**config.mk**
```make
export PLATFORM = sky130hd
export DESIGN_NAME = cdc_cmd_bridge
export DESIGN_NICKNAME = d
export VERILOG_FILES = /design/src/rtl/cdc_bridge_pkg.sv /design/src/rtl/cdc_bridge_rsp.sv /design/src/rtl/cdc_cmd_bridge.sv
export SDC_FILE = /design/constraint.sdc
export NUM_CORES = 1
export LEC_CHECK = 0
export ABC_AREA = 1
export BUFFER_PORTS_ARGS = -buffer_cell sky130_fd_sc_hd__buf_2
export CAP_MARGIN = 20
export CORE_ASPECT_RATIO = 1.5
export CORE_UTILIZATION = 40
export DETAILED_ROUTE_END_ITERATION = 16
export PLACE_DENSITY = 0.73
export RECOVER_POWER = 50
export SLEW_MARGIN = 20
export SYNTH_ARGS = -nofsm -noshare
export SYNTH_HDL_FRONTEND = slang
export SYNTH_SLANG_ARGS = --single-unit
export TNS_END_PERCENT = 10
```
**constraint.sdc**
```tcl
create_clock -name clk_i -period 2.75 [get_ports clk_i]
set_clock_uncertainty 0.1 [all_clocks]
set_input_delay 0.275 -clock clk_i [delete_from_list [all_inputs] [get_ports clk_i]]
set_output_delay 0.275 -clock clk_i [all_outputs]
set_load 0.01 [all_outputs]
```
**src/rtl/cdc_bridge_pkg.sv**
```systemverilog
// Shared constants for the CDC command bridge: opcodes, default status codes
// and the command FSM state encoding.
package cdc_bridge_pkg;

    localparam logic [7:0] OP_WRITE = 8'h01;
    localparam logic [7:0] OP_READ  = 8'h02;
    localparam logic [7:0] OP_PING  = 8'h03;

    localparam logic [7:0] ACK_CODE_DEF   = 8'hA5;
    localparam logic [7:0] ERR_CODE_DEF   = 8'hEE;
    localparam logic [7:0] BADOP_CODE_DEF = 8'hE1;

    typedef enum logic [3:0] {
        ST_IDLE   = 4'd0,
        ST_ADDR_H = 4'd1,
        ST_ADDR_L = 4'd2,
        ST_DATA_H = 4'd3,
        ST_DATA_L = 4'd4,
        ST_BUS    = 4'd5,
        ST_RSP_ST = 4'd6,
        ST_RSP_DH = 4'd7,
        ST_RSP_DL = 4'd8
    } state_t;

endpackage

```
**src/rtl/cdc_bridge_rsp.sv**
```systemverilog
// Response holding register for the CDC command bridge: loaded with 1 or 3
// bytes, presents them in order on a valid/ready byte stream.
module cdc_bridge_rsp (
    input  logic        clk,
    input  logic        rst,
    input  logic        load,
    input  logic [1:0]  load_cnt,
    input  logic [23:0] load_data,
    input  logic        in_ready,
    output logic [7:0]  in_data,
    output logic        in_valid,
    output logic        last
);

    logic [15:0] tail;
    logic [1:0]  cnt;

    // A byte leaves on in_valid & in_ready; in_data holds until then.
    always_ff @(posedge clk or posedge rst) begin
        if (rst) begin
            in_data  <= 8'h00;
            in_valid <= 1'b0;
            tail     <= 16'h0000;
            cnt      <= 2'd0;
        end else if (load) begin
            in_data  <= load_data[23:16];
            tail     <= load_data[15:0];
            cnt      <= load_cnt;
            in_valid <= (load_cnt != 2'd0);
        end else if (in_valid && in_ready) begin
            in_data  <= tail[15:8];
            tail     <= {tail[7:0], 8'h00};
            cnt      <= cnt - 2'd1;
            in_valid <= (cnt != 2'd1);
        end
    end

    assign last = (cnt == 2'd1);

endmodule

```
**src/rtl/cdc_cmd_bridge.sv**
```systemverilog
// Byte-stream command responder: host bytes in, one 16-bit bus access, status/data bytes out.
// Optional bus timeout is built only when BRIDGE_TIMEOUT_EN is defined.
module cdc_cmd_bridge
    import cdc_bridge_pkg::*;
#(
    parameter logic [7:0]  ACK_CODE       = ACK_CODE_DEF,
    parameter logic [7:0]  BADOP_CODE     = BADOP_CODE_DEF,
    parameter logic [7:0]  ERR_CODE       = ERR_CODE_DEF,
    parameter int unsigned TIMEOUT_CYCLES = 1024
) (
    input  logic        clk_i,
    input  logic        rst_i,
    input  logic [7:0]  out_data_i,
    input  logic        out_valid_i,
    output logic        out_ready_o,
    output logic [7:0]  in_data_o,
    output logic        in_valid_o,
    input  logic        in_ready_i,
    output logic        bus_req_o,
    output logic        bus_we_o,
    output logic [15:0] bus_addr_o,
    output logic [15:0] bus_wdata_o,
    input  logic [15:0] bus_rdata_i,
    input  logic        bus_ack_i,
    output logic [3:0]  dbg_state_o
);

    state_t      state;
    logic        out_fire;
    logic        in_fire;
    logic        rsp_load;
    logic [1:0]  rsp_cnt;
    logic [23:0] rsp_data;
    logic        rsp_last;

    assign out_fire    = out_valid_i & out_ready_o;
    assign in_fire     = in_valid_o & in_ready_i;
    assign dbg_state_o = state;

`ifdef BRIDGE_TIMEOUT_EN
    localparam int unsigned TW       = (TIMEOUT_CYCLES > 2) ? $clog2(TIMEOUT_CYCLES) : 1;
    localparam int unsigned T_LAST_I = TIMEOUT_CYCLES - 1;
    localparam logic [TW-1:0] T_LAST = T_LAST_I[TW-1:0];

    logic [TW-1:0] to_cnt;
    logic          to_hit;

    // Zero in every non-BUS cycle, so it starts from 0 on each BUS entry.
    always_ff @(posedge clk_i or posedge rst_i) begin
        if (rst_i) begin
            to_cnt <= '0;
        end else if (state != ST_BUS) begin
            to_cnt <= '0;
        end else if (!to_hit) begin
            to_cnt <= to_cnt + 1'b1;
        end
    end

    assign to_hit = (to_cnt == T_LAST);
`endif

    // Response load decode; an ack on the terminal timeout count still wins.
    always_comb begin
        rsp_load = 1'b0;
        rsp_cnt  = 2'd1;
        rsp_data = {ACK_CODE, 16'h0000};
        case (state)
            ST_IDLE: begin
                if (out_fire && out_data_i != OP_WRITE && out_data_i != OP_READ) begin
                    rsp_load       = 1'b1;
                    rsp_data[23:16] = (out_data_i == OP_PING) ? ACK_CODE : BADOP_CODE;
                end
            end
            ST_BUS: begin
                if (bus_ack_i) begin
                    rsp_load = 1'b1;
                    if (!bus_we_o) begin
                        rsp_cnt  = 2'd3;
                        rsp_data = {ACK_CODE, bus_rdata_i};
                    end
                end
`ifdef BRIDGE_TIMEOUT_EN
                else if (to_hit) begin
                    rsp_load = 1'b1;
                    rsp_data = {ERR_CODE, 16'h0000};
                end
`endif
            end
            default: ;
        endcase
    end

    always_ff @(posedge clk_i or posedge rst_i) begin
        if (rst_i) begin
            state       <= ST_IDLE;
            out_ready_o <= 1'b0;
            bus_req_o   <= 1'b0;
            bus_we_o    <= 1'b0;
            bus_addr_o  <= 16'h0000;
            bus_wdata_o <= 16'h0000;
        end else begin
            case (state)
                ST_IDLE: begin
                    if (out_fire) begin
                        if (out_data_i == OP_WRITE || out_data_i == OP_READ) begin
                            bus_we_o <= (out_data_i == OP_WRITE);
                            state    <= ST_ADDR_H;
                        end else begin
                            out_ready_o <= 1'b0;
                            state       <= ST_RSP_ST;
                        end
                    end else begin
                        out_ready_o <= 1'b1;
                    end
                end
                ST_ADDR_H: begin
                    if (out_fire) begin
                        bus_addr_o[15:8] <= out_data_i;
                        state            <= ST_ADDR_L;
                    end
                end
                ST_ADDR_L: begin
                    if (out_fire) begin
                        bus_addr_o[7:0] <= out_data_i;
                        if (bus_we_o) begin
                            state <= ST_DATA_H;
                        end else begin
                            out_ready_o <= 1'b0;
                            bus_req_o   <= 1'b1;
                            state       <= ST_BUS;
                        end
                    end
                end
                ST_DATA_H: begin
                    if (out_fire) begin
                        bus_wdata_o[15:8] <= out_data_i;
                        state             <= ST_DATA_L;
                    end
                end
                ST_DATA_L: begin
                    if (out_fire) begin
                        bus_wdata_o[7:0] <= out_data_i;
                        out_ready_o      <= 1'b0;
                        bus_req_o        <= 1'b1;
                        state            <= ST_BUS;
                    end
                end
                ST_BUS: begin
                    if (rsp_load) begin
                        bus_req_o <= 1'b0;
                        state     <= ST_RSP_ST;
                    end
                end
                ST_RSP_ST: begin
                    if (in_fire) begin
                        if (rsp_last) begin
                            out_ready_o <= 1'b1;
                            state       <= ST_IDLE;
                        end else begin
                            state <= ST_RSP_DH;
                        end
                    end
                end
                ST_RSP_DH: begin
                    if (in_fire) state <= ST_RSP_DL;
                end
                ST_RSP_DL: begin
                    if (in_fire) begin
                        out_ready_o <= 1'b1;
                        state       <= ST_IDLE;
                    end
                end
                default: begin
                    out_ready_o <= 1'b0;
                    bus_req_o   <= 1'b0;
                    state       <= ST_IDLE;
                end
            endcase
        end
    end

    cdc_bridge_rsp u_rsp (
        .clk       (clk_i),
        .rst       (rst_i),
        .load      (rsp_load),
        .load_cnt  (rsp_cnt),
        .load_data (rsp_data),
        .in_ready  (in_ready_i),
        .in_data   (in_data_o),
        .in_valid  (in_valid_o),
        .last      (rsp_last)
    );

endmodule

```
==> flow_metrics.tcl <==
set metrics [dict create \
    insertion_delay_ps 340 \
    clkTransAtPathRegs_ps 70 \
    worstHoldPathCells 3 \
    ys_types 24 \
    min_path_type "in -> reg" \
    rsz0062_at_grt "false" \
    postSynthCellCount 367 \
    synth_warnings 0 \
    nNetsFinal 477 \
    clockRootBuffer "clkbuf_8" \
    postPlaceCellArea_mm2 0.00349 \
    critPathLaunchType "flop" \
    worst-setup-path-type "reg -> reg" \
    drtIter0Drc 155 \
    power_density_mw_per_mm2 500 \
    crit_path_frequent_cell "nand2_1" \
    multi_input_comb_area_mm2 0.00118 \
    dieArea_mm2 0.00793 \
    status "complete, no violations" \
    worstReg2RegEnd "dbg_state_o[0]" \
    syn_to_final_growth_pct 20.1 \
    fmax_mhz 520 \
    final_area_mm2 0.00364 \
    start_util_pct 41.6 \
    finalSetupViolations 0 \
    maxCapViolations 0 \
    viasPerCell 4.79 \
    min_period_ps 1920 \
    crit_path_end_kind "flop" \
    coreArea_mm2 0.00727 \
    synth_seq_area_share_pct 54.6 \
    regArea_mm2 0.00165 \
    gr-total-overflow 0 \
    route.detailed.drc 0 \
    clock_sinks 66 \
    grt_pass1_wl_mm 11.1 \
    antenna-diode-count 0 \
    grt_usage_pct 18.5 \
    num_rows 38 \
    numCtsBuffers 9 \
    hp-start "bus_rdata_i[4]" \
    drv_slew 0 \
    dp_hpwl_mm 4.99 \
    die_x_um 73.0 \
    clockBufferDepth 2 \
    cts_tree "done" \
    timing.final.crit_share_pct 69.9 \
    irDropWorstVdd_mv 0.287 \
    crit_path_cell_trace "nand2_1 -> inv_1 -> o21ai_0 -> nor2_1 -> nand2_2 -> nand2_1 -> nand2_1" \
    final_util_pct 50.0 \
    grt_pass1_vias 2489 \
    p_leak_nw 1.89 \
    fillers 747 \
    antenna_found_initial 0 \
    rrSetupSlack_ps 830 \
    die_h_um 109 \
    cpMaxStageDelayCell "inv_1" \
    cts.htree.levels 3 \
    drive_gt1_share_pct 14.7 \
    syn_nets 397 \
    avgRoutedWirePerCell_um 12.3 \
    ios 77 \
    tns_ps 0 \
    hold_path_end "u_rsp.tail[4]" \
    r2r_cells 7 \
    ant_nets 0 \
    finalHoldViolCount 0 \
    grt_max_degree 35 \
    tightest_slew_ps 1280 \
    cp_data_required_time_ps 2880 \
    via_count 2633 \
    wl_mm 6.75 \
    syn_area_per_cell_um2 8.25 \
    dr.pass1.iters 4 \
    cp_data_arrival_time_ps 2050 \
    place.gp.congestion 0.841 \
    synth_seq_cells 66 \
    cp_slowest_stage_delay_ps 410 \
    syn_area_mm2 0.00303 \
    worstReg2RegStart "u_rsp.in_valid" \
    relSlewSlack_pct 14.7 \
    worst-path-max-fanout 13 \
    portBuffers 76 \
]
## report_power, final
part           total [W]  internal (W)  switching, W
clock network   0.000793      0.000455      0.000338
registers       0.000971      0.000971             0
logic          0.0000546     0.0000199     0.0000347
total            0.00182       0.00145      0.000373
## cell usage after synthesis
master	number	area (um^2)
nand2_2	6	37.5
inv_2	3	11.3
nor2_2	1	6.26
ha_1	1	12.5
inv_1	30	113
o211ai_1	1	7.51
xor2_1	1	8.76
buf_6	3	33.8
o21bai_1	1	7.51
nand4_1	2	12.5
o21ai_0	48	240
nand3_1	23	115
nand2_4	2	22.5
clkbuf_1	5	18.8
a21oi_1	4	20.0
nand3_4	1	17.5
o21bai_2	1	11.3
nor2_4	5	56.3
dfrtp_1	66	1650
nor2_1	20	75.1
inv_6	1	8.76
buf_4	1	7.51
nand2_1	140	526
or2_2	1	6.26
## worst max path at each step
stage	startpoint	endpoint	slack, ps	cells past startpoint
after floorplan	rst_i	bus_addr_o[0]	720	1
after global placement	in_ready_i	dbg_state_o[1]	900	8
after detailed placement	in_ready_i	dbg_state_o[0]	810	8
after CTS	u_rsp.in_valid	dbg_state_o[0]	810	7
after global routing	u_rsp.in_valid	dbg_state_o[2]	620	7
final	u_rsp.in_valid	dbg_state_o[0]	830	7
## state kept, by name (all words and copies together), names as in the netlist
signal and flops:
bus_req_o 1, u_rsp.in_valid 1, u_rsp.tail 16, bus_addr_o 16
dbg_state_o 4, u_rsp.in_data 8, u_rsp.cnt 2, bus_wdata_o 16
bus_we_o 1, out_ready_o 1
## cell families (layout without fill, tap and decap cells)
| group | count (synthesis) | count (layout) | share of synthesized area (%) |
|---|---|---|---|
| AO/OA/AOI/OAI | 55 | 55 | 9.47 |
| XOR/XNOR | 1 | 1 | 0.289 |
| adder cells (fa/ha/maj) | 1 | 1 | 0.413 |
| buffers and inverters | 43 | 126 | 6.37 |
| flip-flops | 66 | 66 | 54.6 |
| AND/OR/NAND/NOR | 201 | 201 | 28.9 |
## layout make-up
type                       count  area share (%)
timing repair buffer          78            9.70
multi-input combinational    258            32.5
inverter                      34            3.65
tap                          100            3.44
clock buffer                  11            4.16
clock inverter                 3            1.10
sequential                    66            45.4
## placed cells by master (no fill, tap or decap), types with 4 or more instances in the layout
cell type and instances:
nor2_4 5, buf_2 30, dfrtp_1 66, clkbuf_1 46, a21oi_1 4, o21ai_0 48, clkbuf_8 11, nand2_1 140
inv_1 30, nor2_1 20, nand3_1 23, nand2_2 6
## stage by stage
step	total power [W]	setup slack (ps)	hold WS [ps]	cells
4_1_cts	0.00184	810	28.4	550
3_5_place_dp	0.00104	805	327	535
3_3_place_gp	0.00104	898	321	535
5_1_grt	0.00189	617	32.2	550
2_1_floorplan	0.00101	720	292	367
6_report	0.00182	828	36.4	550
## metal layers
| metal | global-route usage [%] | routed length [um] | vias to the layer above |
|---|---|---|---|
| li1 | - | - | 1318 |
| met1 | 21.5 | 2960 | 1201 |
| met2 | 31.9 | 3290 | 100 |
| met3 | 3.63 | 350 | 14 |
| met4 | 8.82 | 153 | 0 |
| met5 | 0 | 0 | - |
## worst max-delay path, delay by kind of cell, from the launching register on
kind	cells	cell delay (ps)
simple gates	5	790
buf+inv	1	410
compound gates	1	150
flops	1	360
## what timing repair did
item / 4_1_cts / 5_1_grt
buffers inserted: 0 / 0
hold buffers: 1 / 0
endpoints found under the hold margin: 33 / 0
gates resized for setup: 0 / 0
Note: power is estimated with default switching activity, not from simulation.
